===== src/rtl/mem_bus_arbiter_if.sv =====
`default_nettype none
// +----------------------------------------------------------------------------+
// | mem_bus_arbiter_if : IF/LSU requester ports plus core memory bus signals    |
// | Revision: 1.0                                                              |
// +----------------------------------------------------------------------------+
interface mem_bus_arbiter_if #(
  parameter int ADDR_W = 32,
  parameter int DATA_W = 32
);
  logic              if_req;
  logic [ADDR_W-1:0] if_addr;
  logic              if_flush;
  logic              if_ack;
  logic              if_err;
  logic [DATA_W-1:0] if_rdata;

  logic                lsu_req;
  logic                lsu_w_en;
  logic [ADDR_W-1:0]   lsu_addr;
  logic [DATA_W-1:0]   lsu_wdata;
  logic [DATA_W/8-1:0] lsu_sel;
  logic                lsu_flush;
  logic                lsu_ack;
  logic                lsu_err;
  logic [DATA_W-1:0]   lsu_rdata;

  logic                mem_req;
  logic                mem_w_en;
  logic [ADDR_W-1:0]   mem_addr;
  logic [DATA_W-1:0]   mem_wdata;
  logic [DATA_W/8-1:0] mem_sel;
  logic                mem_ack;
  logic [DATA_W-1:0]   mem_rdata;

  modport slave (
    input  if_req, if_addr, if_flush,
    output if_ack, if_err, if_rdata,
    input  lsu_req, lsu_w_en, lsu_addr, lsu_wdata, lsu_sel, lsu_flush,
    output lsu_ack, lsu_err, lsu_rdata,
    output mem_req, mem_w_en, mem_addr, mem_wdata, mem_sel,
    input  mem_ack, mem_rdata
  );

  modport master (
    output if_req, if_addr, if_flush,
    input  if_ack, if_err, if_rdata,
    output lsu_req, lsu_w_en, lsu_addr, lsu_wdata, lsu_sel, lsu_flush,
    input  lsu_ack, lsu_err, lsu_rdata,
    input  mem_req, mem_w_en, mem_addr, mem_wdata, mem_sel,
    output mem_ack, mem_rdata
  );
endinterface
`default_nettype wire


===== src/rtl/mem_bus_arbiter.sv =====
`default_nettype none
// +----------------------------------------------------------------------------+
// | mem_bus_arbiter : shares the core memory bus between fetch and LSU ports    |
// | Revision: 1.0                                                              |
// +----------------------------------------------------------------------------+
module mem_bus_arbiter #(
  parameter int ADDR_W      = 32,
  parameter int DATA_W      = 32,
  parameter int MAX_LSU_RUN = 4,
  parameter int TIMEOUT     = 64
) (
  input  logic             clk,
  input  logic             rst,
  mem_bus_arbiter_if.slave bus
);
  localparam int SEL_W = DATA_W / 8;
  localparam int RUN_W = $clog2(MAX_LSU_RUN + 1);
  localparam int TMO_W = (TIMEOUT > 2) ? $clog2(TIMEOUT) : 1;
  localparam logic [RUN_W-1:0] RUN_MAX  = RUN_W'(MAX_LSU_RUN);
  localparam logic [TMO_W-1:0] TMO_LAST = TMO_W'((TIMEOUT > 0) ? TIMEOUT - 1 : 0);

  typedef enum logic [1:0] {
    IDLE     = 2'd0,
    BUSY_IF  = 2'd1,
    BUSY_LSU = 2'd2,
    DRAIN    = 2'd3
  } state_e;

  state_e             state_q, state_d;
  logic [RUN_W-1:0]   run_cnt_q, run_cnt_d;
  logic [TMO_W-1:0]   tmo_cnt_q, tmo_cnt_d;
  logic               mem_w_en_q, mem_w_en_d;
  logic [ADDR_W-1:0]  mem_addr_q, mem_addr_d;
  logic [DATA_W-1:0]  mem_wdata_q, mem_wdata_d;
  logic [SEL_W-1:0]   mem_sel_q, mem_sel_d;

  logic w_if_live, w_lsu_live, w_lsu_flush_ld, w_tmo_hit;
  logic w_grant_if, w_grant_lsu;
  logic w_if_ack, w_if_err, w_lsu_ack, w_lsu_err;

  always_comb begin
    state_d     = state_q;
    tmo_cnt_d   = tmo_cnt_q;
    mem_w_en_d  = mem_w_en_q;
    mem_addr_d  = mem_addr_q;
    mem_wdata_d = mem_wdata_q;
    mem_sel_d   = mem_sel_q;
    w_grant_if  = 1'b0;
    w_grant_lsu = 1'b0;
    w_if_ack    = 1'b0;
    w_if_err    = 1'b0;
    w_lsu_ack   = 1'b0;
    w_lsu_err   = 1'b0;

    w_if_live      = bus.if_req & ~bus.if_flush;
    w_lsu_live     = bus.lsu_req & ~(~bus.lsu_w_en & bus.lsu_flush);
    w_lsu_flush_ld = bus.lsu_flush & ~mem_w_en_q;
    w_tmo_hit      = (TIMEOUT > 0) && (tmo_cnt_q == TMO_LAST) && !bus.mem_ack;

    case (state_q)
      IDLE: begin
        // A pending fetch caps the LSU run so fetch is never starved
        if (w_lsu_live && !(w_if_live && run_cnt_q == RUN_MAX)) begin
          w_grant_lsu = 1'b1;
          mem_w_en_d  = bus.lsu_w_en;
          mem_addr_d  = bus.lsu_addr;
          mem_wdata_d = bus.lsu_wdata;
          mem_sel_d   = bus.lsu_sel;
          tmo_cnt_d   = '0;
          state_d     = BUSY_LSU;
        end else if (w_if_live) begin
          w_grant_if  = 1'b1;
          mem_w_en_d  = 1'b0;
          mem_addr_d  = bus.if_addr;
          mem_wdata_d = '0;
          mem_sel_d   = '1;
          tmo_cnt_d   = '0;
          state_d     = BUSY_IF;
        end
      end
      BUSY_IF: begin
        tmo_cnt_d = tmo_cnt_q + 1'b1;
        if (bus.mem_ack || w_tmo_hit) begin
          w_if_ack = ~bus.if_flush;
          w_if_err = ~bus.if_flush & w_tmo_hit;
          state_d  = IDLE;
        end else if (bus.if_flush) begin
          tmo_cnt_d = '0;
          state_d   = DRAIN;
        end
      end
      BUSY_LSU: begin
        tmo_cnt_d = tmo_cnt_q + 1'b1;
        if (bus.mem_ack || w_tmo_hit) begin
          w_lsu_ack = ~w_lsu_flush_ld;
          w_lsu_err = ~w_lsu_flush_ld & w_tmo_hit;
          state_d   = IDLE;
        end else if (w_lsu_flush_ld) begin
          tmo_cnt_d = '0;
          state_d   = DRAIN;
        end
      end
      DRAIN: begin
        tmo_cnt_d = tmo_cnt_q + 1'b1;
        if (bus.mem_ack || w_tmo_hit) begin
          state_d = IDLE;
        end
      end
      default: state_d = IDLE;
    endcase
  end

  always_comb begin
    run_cnt_d = run_cnt_q;
    if (!bus.if_req || w_grant_if) begin
      run_cnt_d = '0;
    end else if (w_grant_lsu && run_cnt_q < RUN_MAX) begin
      run_cnt_d = run_cnt_q + 1'b1;
    end
  end

  always_ff @(posedge clk) begin
    if (rst) begin
      state_q     <= IDLE;
      run_cnt_q   <= '0;
      tmo_cnt_q   <= '0;
      mem_w_en_q  <= 1'b0;
      mem_addr_q  <= '0;
      mem_wdata_q <= '0;
      mem_sel_q   <= '0;
    end else begin
      state_q     <= state_d;
      run_cnt_q   <= run_cnt_d;
      tmo_cnt_q   <= tmo_cnt_d;
      mem_w_en_q  <= mem_w_en_d;
      mem_addr_q  <= mem_addr_d;
      mem_wdata_q <= mem_wdata_d;
      mem_sel_q   <= mem_sel_d;
    end
  end

  assign bus.mem_req   = (state_q != IDLE);
  assign bus.mem_w_en  = mem_w_en_q;
  assign bus.mem_addr  = mem_addr_q;
  assign bus.mem_wdata = mem_wdata_q;
  assign bus.mem_sel   = mem_sel_q;

  assign bus.if_ack    = w_if_ack;
  assign bus.if_err    = w_if_err;
  assign bus.if_rdata  = (w_if_ack & ~w_if_err) ? bus.mem_rdata : '0;
  assign bus.lsu_ack   = w_lsu_ack;
  assign bus.lsu_err   = w_lsu_err;
  assign bus.lsu_rdata = (w_lsu_ack & ~w_lsu_err) ? bus.mem_rdata : '0;
endmodule
`default_nettype wire

===== src/flat_wrapper.sv =====
// flat-port wrapper written by rule: the top's interface ports become plain ports
module mem_bus_arbiter_flat 
#(
  parameter int ADDR_W      = 32,
  parameter int DATA_W      = 32,
  parameter int MAX_LSU_RUN = 4,
  parameter int TIMEOUT     = 64
)
  (clk, rst, bus_if_req, bus_if_addr, bus_if_flush, bus_if_ack, bus_if_err, bus_if_rdata, bus_lsu_req, bus_lsu_w_en, bus_lsu_addr, bus_lsu_wdata, bus_lsu_sel, bus_lsu_flush, bus_lsu_ack, bus_lsu_err, bus_lsu_rdata, bus_mem_req, bus_mem_w_en, bus_mem_addr, bus_mem_wdata, bus_mem_sel, bus_mem_ack, bus_mem_rdata);
  mem_bus_arbiter_if #(.ADDR_W(ADDR_W), .DATA_W(DATA_W)) bus_i ();
  input  logic clk;
  input  logic rst;
  input wire logic [$bits(bus_i.if_req)-1:0] bus_if_req;
  input wire logic [$bits(bus_i.if_addr)-1:0] bus_if_addr;
  input wire logic [$bits(bus_i.if_flush)-1:0] bus_if_flush;
  output wire logic [$bits(bus_i.if_ack)-1:0] bus_if_ack;
  output wire logic [$bits(bus_i.if_err)-1:0] bus_if_err;
  output wire logic [$bits(bus_i.if_rdata)-1:0] bus_if_rdata;
  input wire logic [$bits(bus_i.lsu_req)-1:0] bus_lsu_req;
  input wire logic [$bits(bus_i.lsu_w_en)-1:0] bus_lsu_w_en;
  input wire logic [$bits(bus_i.lsu_addr)-1:0] bus_lsu_addr;
  input wire logic [$bits(bus_i.lsu_wdata)-1:0] bus_lsu_wdata;
  input wire logic [$bits(bus_i.lsu_sel)-1:0] bus_lsu_sel;
  input wire logic [$bits(bus_i.lsu_flush)-1:0] bus_lsu_flush;
  output wire logic [$bits(bus_i.lsu_ack)-1:0] bus_lsu_ack;
  output wire logic [$bits(bus_i.lsu_err)-1:0] bus_lsu_err;
  output wire logic [$bits(bus_i.lsu_rdata)-1:0] bus_lsu_rdata;
  output wire logic [$bits(bus_i.mem_req)-1:0] bus_mem_req;
  output wire logic [$bits(bus_i.mem_w_en)-1:0] bus_mem_w_en;
  output wire logic [$bits(bus_i.mem_addr)-1:0] bus_mem_addr;
  output wire logic [$bits(bus_i.mem_wdata)-1:0] bus_mem_wdata;
  output wire logic [$bits(bus_i.mem_sel)-1:0] bus_mem_sel;
  input wire logic [$bits(bus_i.mem_ack)-1:0] bus_mem_ack;
  input wire logic [$bits(bus_i.mem_rdata)-1:0] bus_mem_rdata;
  assign bus_i.if_req = bus_if_req;
  assign bus_i.if_addr = bus_if_addr;
  assign bus_i.if_flush = bus_if_flush;
  assign bus_if_ack = bus_i.if_ack;
  assign bus_if_err = bus_i.if_err;
  assign bus_if_rdata = bus_i.if_rdata;
  assign bus_i.lsu_req = bus_lsu_req;
  assign bus_i.lsu_w_en = bus_lsu_w_en;
  assign bus_i.lsu_addr = bus_lsu_addr;
  assign bus_i.lsu_wdata = bus_lsu_wdata;
  assign bus_i.lsu_sel = bus_lsu_sel;
  assign bus_i.lsu_flush = bus_lsu_flush;
  assign bus_lsu_ack = bus_i.lsu_ack;
  assign bus_lsu_err = bus_i.lsu_err;
  assign bus_lsu_rdata = bus_i.lsu_rdata;
  assign bus_mem_req = bus_i.mem_req;
  assign bus_mem_w_en = bus_i.mem_w_en;
  assign bus_mem_addr = bus_i.mem_addr;
  assign bus_mem_wdata = bus_i.mem_wdata;
  assign bus_mem_sel = bus_i.mem_sel;
  assign bus_i.mem_ack = bus_mem_ack;
  assign bus_i.mem_rdata = bus_mem_rdata;
  mem_bus_arbiter #(.ADDR_W(ADDR_W), .DATA_W(DATA_W), .MAX_LSU_RUN(MAX_LSU_RUN), .TIMEOUT(TIMEOUT)) u_core (.clk(clk), .rst(rst), .bus(bus_i));
endmodule

===== config.mk =====
export PLATFORM = sky130hd
export DESIGN_NAME = mem_bus_arbiter_flat
export DESIGN_NICKNAME = d
export VERILOG_FILES = /design/src/rtl/mem_bus_arbiter_if.sv /design/src/rtl/mem_bus_arbiter.sv /design/src/flat_wrapper.sv
export SDC_FILE = /design/constraint.sdc
export NUM_CORES = 1
export LEC_CHECK = 0
export ABC_CLOCK_PERIOD_IN_PS = 5400
export CORE_UTILIZATION = 24
export CTS_BUF_LIST = sky130_fd_sc_hd__clkbuf_4 sky130_fd_sc_hd__clkbuf_8
export DETAILED_ROUTE_END_ITERATION = 8
export GPL_TIMING_DRIVEN = 0
export HOLD_SLACK_MARGIN = 0.12
export MAX_ROUTING_LAYER = met4
export PLACE_DENSITY = 0.6
export SYNTH_ARGS = -nofsm -noshare
export SYNTH_HDL_FRONTEND = slang
export SYNTH_SLANG_ARGS = --single-unit

===== constraint.sdc =====
create_clock -name clk -period 5.4 [get_ports clk]
set_input_delay 1.08 -clock clk [delete_from_list [all_inputs] [get_ports clk]]
set_output_delay 1.08 -clock clk [all_outputs]
set_load 0.1 [all_outputs]

Word level (Yosys, flattened, before mapping)
Index checks and enable logic that the tools add are counted.

$add $sub $neg: 2. Equality and inequality tests: 9. $lt $le $gt $ge: 1. Reduce and logical (&&, ||, !) cells: 15. Bitwise logic cells: 15. Mux-type cells: 38.

Operators with widths (number): two-way mux 32 bit (6); two-way mux 6 bit (6); case mux 6 bit (4 select lines) (1); two-way mux 1 bit (15); two-way mux 2 bit (7); bitwise AND 1 bit (8); two-way mux 4 bit (2); case mux 2 bit (4 select lines) (1); NOT 1 bit (7); adder 6 x 1 -> 6 bit (second input constant) (1); == test 6 bit (second input constant) (1); != test 3 x 1 -> 1 bit (second input constant) (2); == test 2 bit (second input constant) (2); logical AND 1 bit (4); AND reduction 4 bit (1); nonzero test 2 bit (2); adder 3 x 1 -> 3 bit (second input constant) (1); == test 3 bit (second input constant) (1); logical NOT 1 bit (3); < comparator 3 bit (second input constant) (1); != test 3 x 2 -> 1 bit (second input constant) (1); == test 2 x 1 -> 1 bit (second input constant) (1); logical NOT 2 bit (1); logical OR 1 bit (2); 3 further kinds (3).

Bits in registers: 80. Output and inout port bits: 138. Logic and storage cells: 87. Input bits: 140.

Longest topological paths before layout
Depth after elaboration: 9. Mapped depth: 8. Gate-level depth less buffers: 7.

Least setup slack after synthesis
OpenSTA, ideal clock, no wires.

Kind: flip-flop to output port. Start point: register u_core.mem_w_en_q (netlist: u_core.bus.mem_w_en). End point: output bus_lsu_err. Required time: 4320 ps. Arrival time: 3273 ps. Stages on the path, launching flop included: 4. Setup slack: 1047 ps. Cell sequence: dfxtp_1 -> nand2b_1 -> nand2_1 -> nor3_1.

Word-level cells in the longest chain between the ends: 6.

RTL lines: from (decl) (line mem_bus_arbiter.sv:32) `logic mem_w_en_q, mem_w_en_d;`; from (signal assigned) (line mem_bus_arbiter.sv:135) `mem_w_en_q <= mem_w_en_d;`; NOT 1 bit (line mem_bus_arbiter.sv:57) `w_lsu_flush_ld = bus.lsu_flush & ~mem_w_en_q;`; bitwise AND 1 bit (line mem_bus_arbiter.sv:57); NOT 1 bit (line mem_bus_arbiter.sv:96) `w_lsu_err = ~w_lsu_flush_ld & w_tmo_hit;`; bitwise AND 1 bit (line mem_bus_arbiter.sv:96); two-way mux 1 bit (line mem_bus_arbiter.sv:94) `if (bus.mem_ack || w_tmo_hit) begin`; two-way mux 1 bit (line mem_bus_arbiter.sv:60) `case (state_q)`; to (decl) (line flat_wrapper.sv:26) `output wire logic [$bits(bus_i.lsu_err)-1:0] bus_lsu_err;`.

No other way between the ends.

Worst setup path after layout
Start point: input bus_if_flush. End point: output bus_if_rdata[22].

Word-level cells in the longest chain between the ends: 7. Elaborated cells between the ends (all ways): 9. Those cells by class: mux: 5; bitwise: 4.

RTL lines: from (decl) (line flat_wrapper.sv:15) `input wire logic [$bits(bus_i.if_flush)-1:0] bus_if_flush;`; NOT 1 bit (*) (line mem_bus_arbiter.sv:84, mem_bus_arbiter.sv:85); bitwise AND 1 bit (line mem_bus_arbiter.sv:85) `w_if_err = ~bus.if_flush & w_tmo_hit;`; two-way mux 1 bit (line mem_bus_arbiter.sv:83) `if (bus.mem_ack || w_tmo_hit) begin`; two-way mux 1 bit (line mem_bus_arbiter.sv:60); NOT 1 bit (line mem_bus_arbiter.sv:150) `assign bus.if_rdata = (w_if_ack & ~w_if_err) ? bus.mem_rdata : '0;`; bitwise AND 1 bit (*) (line mem_bus_arbiter.sv:150); two-way mux 32 bit (*) (line mem_bus_arbiter.sv:150); to (decl) (line flat_wrapper.sv:18) `output wire logic [$bits(bus_i.if_rdata)-1:0] bus_if_rdata;`.

Mark *: on every way between the ends. The rest lies on a longest branch, timed or not.

==> summary.md <==
| Metric | Value |
|---|---|
| Outcome | complete, no violations |
| Clk root buf | clkbuf_8 |
| Leak Pwr | 0.00267 uW |
| I/O pin count | 278 |
| Placement Cell Area | 0.00692 mm^2 |
| Avg Cell Area, Syn | 8.09 um^2 |
| Crit Path Max Fanout | 10 |
| # Post-CTS Setup Buffers | 0 |
| Wirelength per Cell | 16.9 um |
| Final instance area | 0.00714 mm^2 |
| Hold_buf cts | 0 |
| Crit path launch type | input pin |
| CTS HTree Levels | 3 |
| Warnings, synthesis | 0 |
| CTS max path bufs | 2 |
| Worst-Margin Slew | 1.04 ns |
| Mapped Cells | 480 |
| Die width | 129 um |
| Syn Nets | 628 |
| Number of global-route vias before repair | 4512 |
| Hold_ws | 0.479 ns |
| Slew headroom | 0.302 |
| Layout cells sized above 1 | 0.0545 |
| Worst Hold Class | reg -> reg |
| Via density | 4.76 |
| Critical path endpoint category | output port |
| Layout Nets | 915 |
| Minimum clock period after layout | 4.87 ns |
| Final setup violation count | 0 |
| Post-synthesis sequential area ratio | 0.412 |
| WL final | 16700 um |
| Synthesized flop and latch total | 80 |
| Worst Path Required | 4.32 ns |
| CP startpoint | bus_if_flush |
| Unrepaired setup endpoints after global routing | false |
| Max-cap check violation count | 0 |
| Critical path class | in -> out |
| Chip Height | 129 um |
| Initial antenna violation count | 2 |
| F_max | 0.205 GHz |
| Sink Count | 80 |
| R2r startpoint | u_core.state_q[0] |
| TritonRoute pass-1 iters | 5 |
| Clock Skew | 0.0103 ns |
| Netlist Area Pre-Place | 0.00388 mm^2 |
| Hold wc startpoint | u_core.tmo_cnt_q[1] |
| Clk pin slew, worst setup/hold paths | 0.08 ns |
| Core Region | 0.0158 mm^2 |
| Netlist cell types | 38 |
| Post-route ant nets | 0 |
| Layout area overhead | 83.7% |
| Asr flop ratio synth | 0 |
| Final Hold Viols | 0 |
| CTS tree | yes |
| Total number of vias | 4703 |
| Commonest non-fill, non-tap cell in the layout | clkdlybuf4s50_1 |
| Post-route DRC | 0 |
| RePlAce Congestion | 0.819 |
| Commonest cells after routing, fill and taps aside | 276 x clkdlybuf4s50_1, 80 x dfxtp_1, 77 x nor2_1 |
| Worst VDD drop | 0.205 mV |
| Global-route wire length before repair | 24100 um |
| Overflow after GRT | 0 |
| Gates resized, CTS repair | 0 |
| Final worst-path cycle share | 0.902 |
| Final TNS setup | 0 ns |
| Starting Density | 0.245 |
| 1st-iter DRT viols | 183 |
| Die area | 0.0167 mm^2 |
| Row cnt | 46 |
| Ys flop type | dfxtp_1 |
| GRT Resource Usage Total | 0.195 |
| Worst-Skew Late Latency | 0.35 ns |
| PwrDens | 419 mW/mm^2 |
| Max Slew Vio Count | 0 |
| Post-synth EDFFs | 0 |
| Largest net degree at the start of global routing | 13 |
| Detailed-placement wirelength estimate | 13400 um |
| CTS Buf Count | 9 |
| Port bufs | 276 |
| Worst EP arrival | 3.79 ns |
==> worst max-delay path: stages <==
cell	delay [ns]
clkdlybuf4s50_1	0.52
inv_1	0.21
and3_1	0.28
clkbuf_1	0.32
and2_1	0.23
clkdlybuf4s50_1	1.15
==> worst paths after layout <==
kind	end	slack (ns)	cells past startpoint
worst max-delay path	bus_if_rdata[22]	0.53	6
worst max register to register	u_core.bus.mem_addr[30]	3.41	7
worst min-delay path	u_core.tmo_cnt_q[1]	0.48	2
worst min register to register	u_core.tmo_cnt_q[1]	0.48	2
==> logic make-up (layout without fill, tap and decap cells) <==
| group | count (synthesis) | in the layout | share of synthesized area |
|---|---|---|---|
| other | 0 | 2 | 0 |
| and+or+nand+nor | 247 | 247 | 0.314 |
| muxes | 1 | 1 | 0.00258 |
| buffers and inverters | 50 | 341 | 0.0605 |
| DFF | 80 | 80 | 0.412 |
| adders and majority gates | 8 | 8 | 0.0258 |
| AOI/OAI and AO/OA | 94 | 94 | 0.185 |
==> sequential cells by signal, indices dropped and copies added, names as in the netlist <==
signal	flops
u_core.bus.mem_addr	32
u_core.bus.mem_wdata	32
u_core.tmo_cnt_q	6
u_core.bus.mem_sel	4
u_core.run_cnt_q	3
u_core.state_q	2
u_core.bus.mem_w_en	1
==> cell usage after synthesis, types with 2 or more instances <==
| master | n | area [um^2] |
|---|---|---|
| clkbuf_1 | 21 | 78.8 |
| and3_1 | 4 | 25.0 |
| o21ai_0 | 3 | 15.0 |
| a21oi_1 | 8 | 40.0 |
| nand3_1 | 44 | 220 |
| nor2_1 | 77 | 289 |
| o21a_1 | 2 | 15.0 |
| o22ai_1 | 4 | 25.0 |
| a311oi_1 | 33 | 289 |
| buf_6 | 3 | 33.8 |
| buf_2 | 17 | 85.1 |
| dfxtp_1 | 80 | 1600 |
| nor3_1 | 8 | 40.0 |
| and2_1 | 64 | 400 |
| and3_2 | 2 | 15.0 |
| nand2_1 | 39 | 146 |
| a22oi_1 | 33 | 248 |
| nand2b_1 | 2 | 12.5 |
| inv_1 | 8 | 30.0 |
| ha_1 | 8 | 100 |
| a31oi_1 | 3 | 18.8 |
==> metal layers <==
metal  wire (um)  share of wire  vias to the layer above  GRT usage
met5           0              0                        -          -
met1        6410           0.38                     2212      0.204
met4         427          0.026                        0     0.0796
li1            -              -                     2262          -
met3        1080          0.065                       21     0.0359
met2        8770           0.53                      208      0.359
==> power by group <==
group	total, uW	internal, uW	switching (uW)
registers	752	693	58.8
clock network	495	274	221
logic	1740	462	1280
total	2990	1430	1560
==> through the flow <==
step	total power (uW)	util	instances	setup slack, ns
6_report	2990	0.451	989	0.531
5_1_grt	3110	0.451	989	0.385
4_1_cts	3010	0.451	987	0.525
3_5_place_dp	2510	0.437	972	0.531
3_3_place_gp	2490	0.437	972	0.559
2_1_floorplan	2030	-	480	1.05
==> cell type report <==
class                   count  area [um^2]
fillers                  1562         8690
clock inverters             3         67.6
multi-input cells         350         2050
flip-flops and latches     80         1600
well taps                 216          270
repair buffers            276         2760
clock buffers              12          146
plain buffers              42          205
diodes                      2         5.00
inverters                   8         30.0
(Power assumes the default switching activity.)
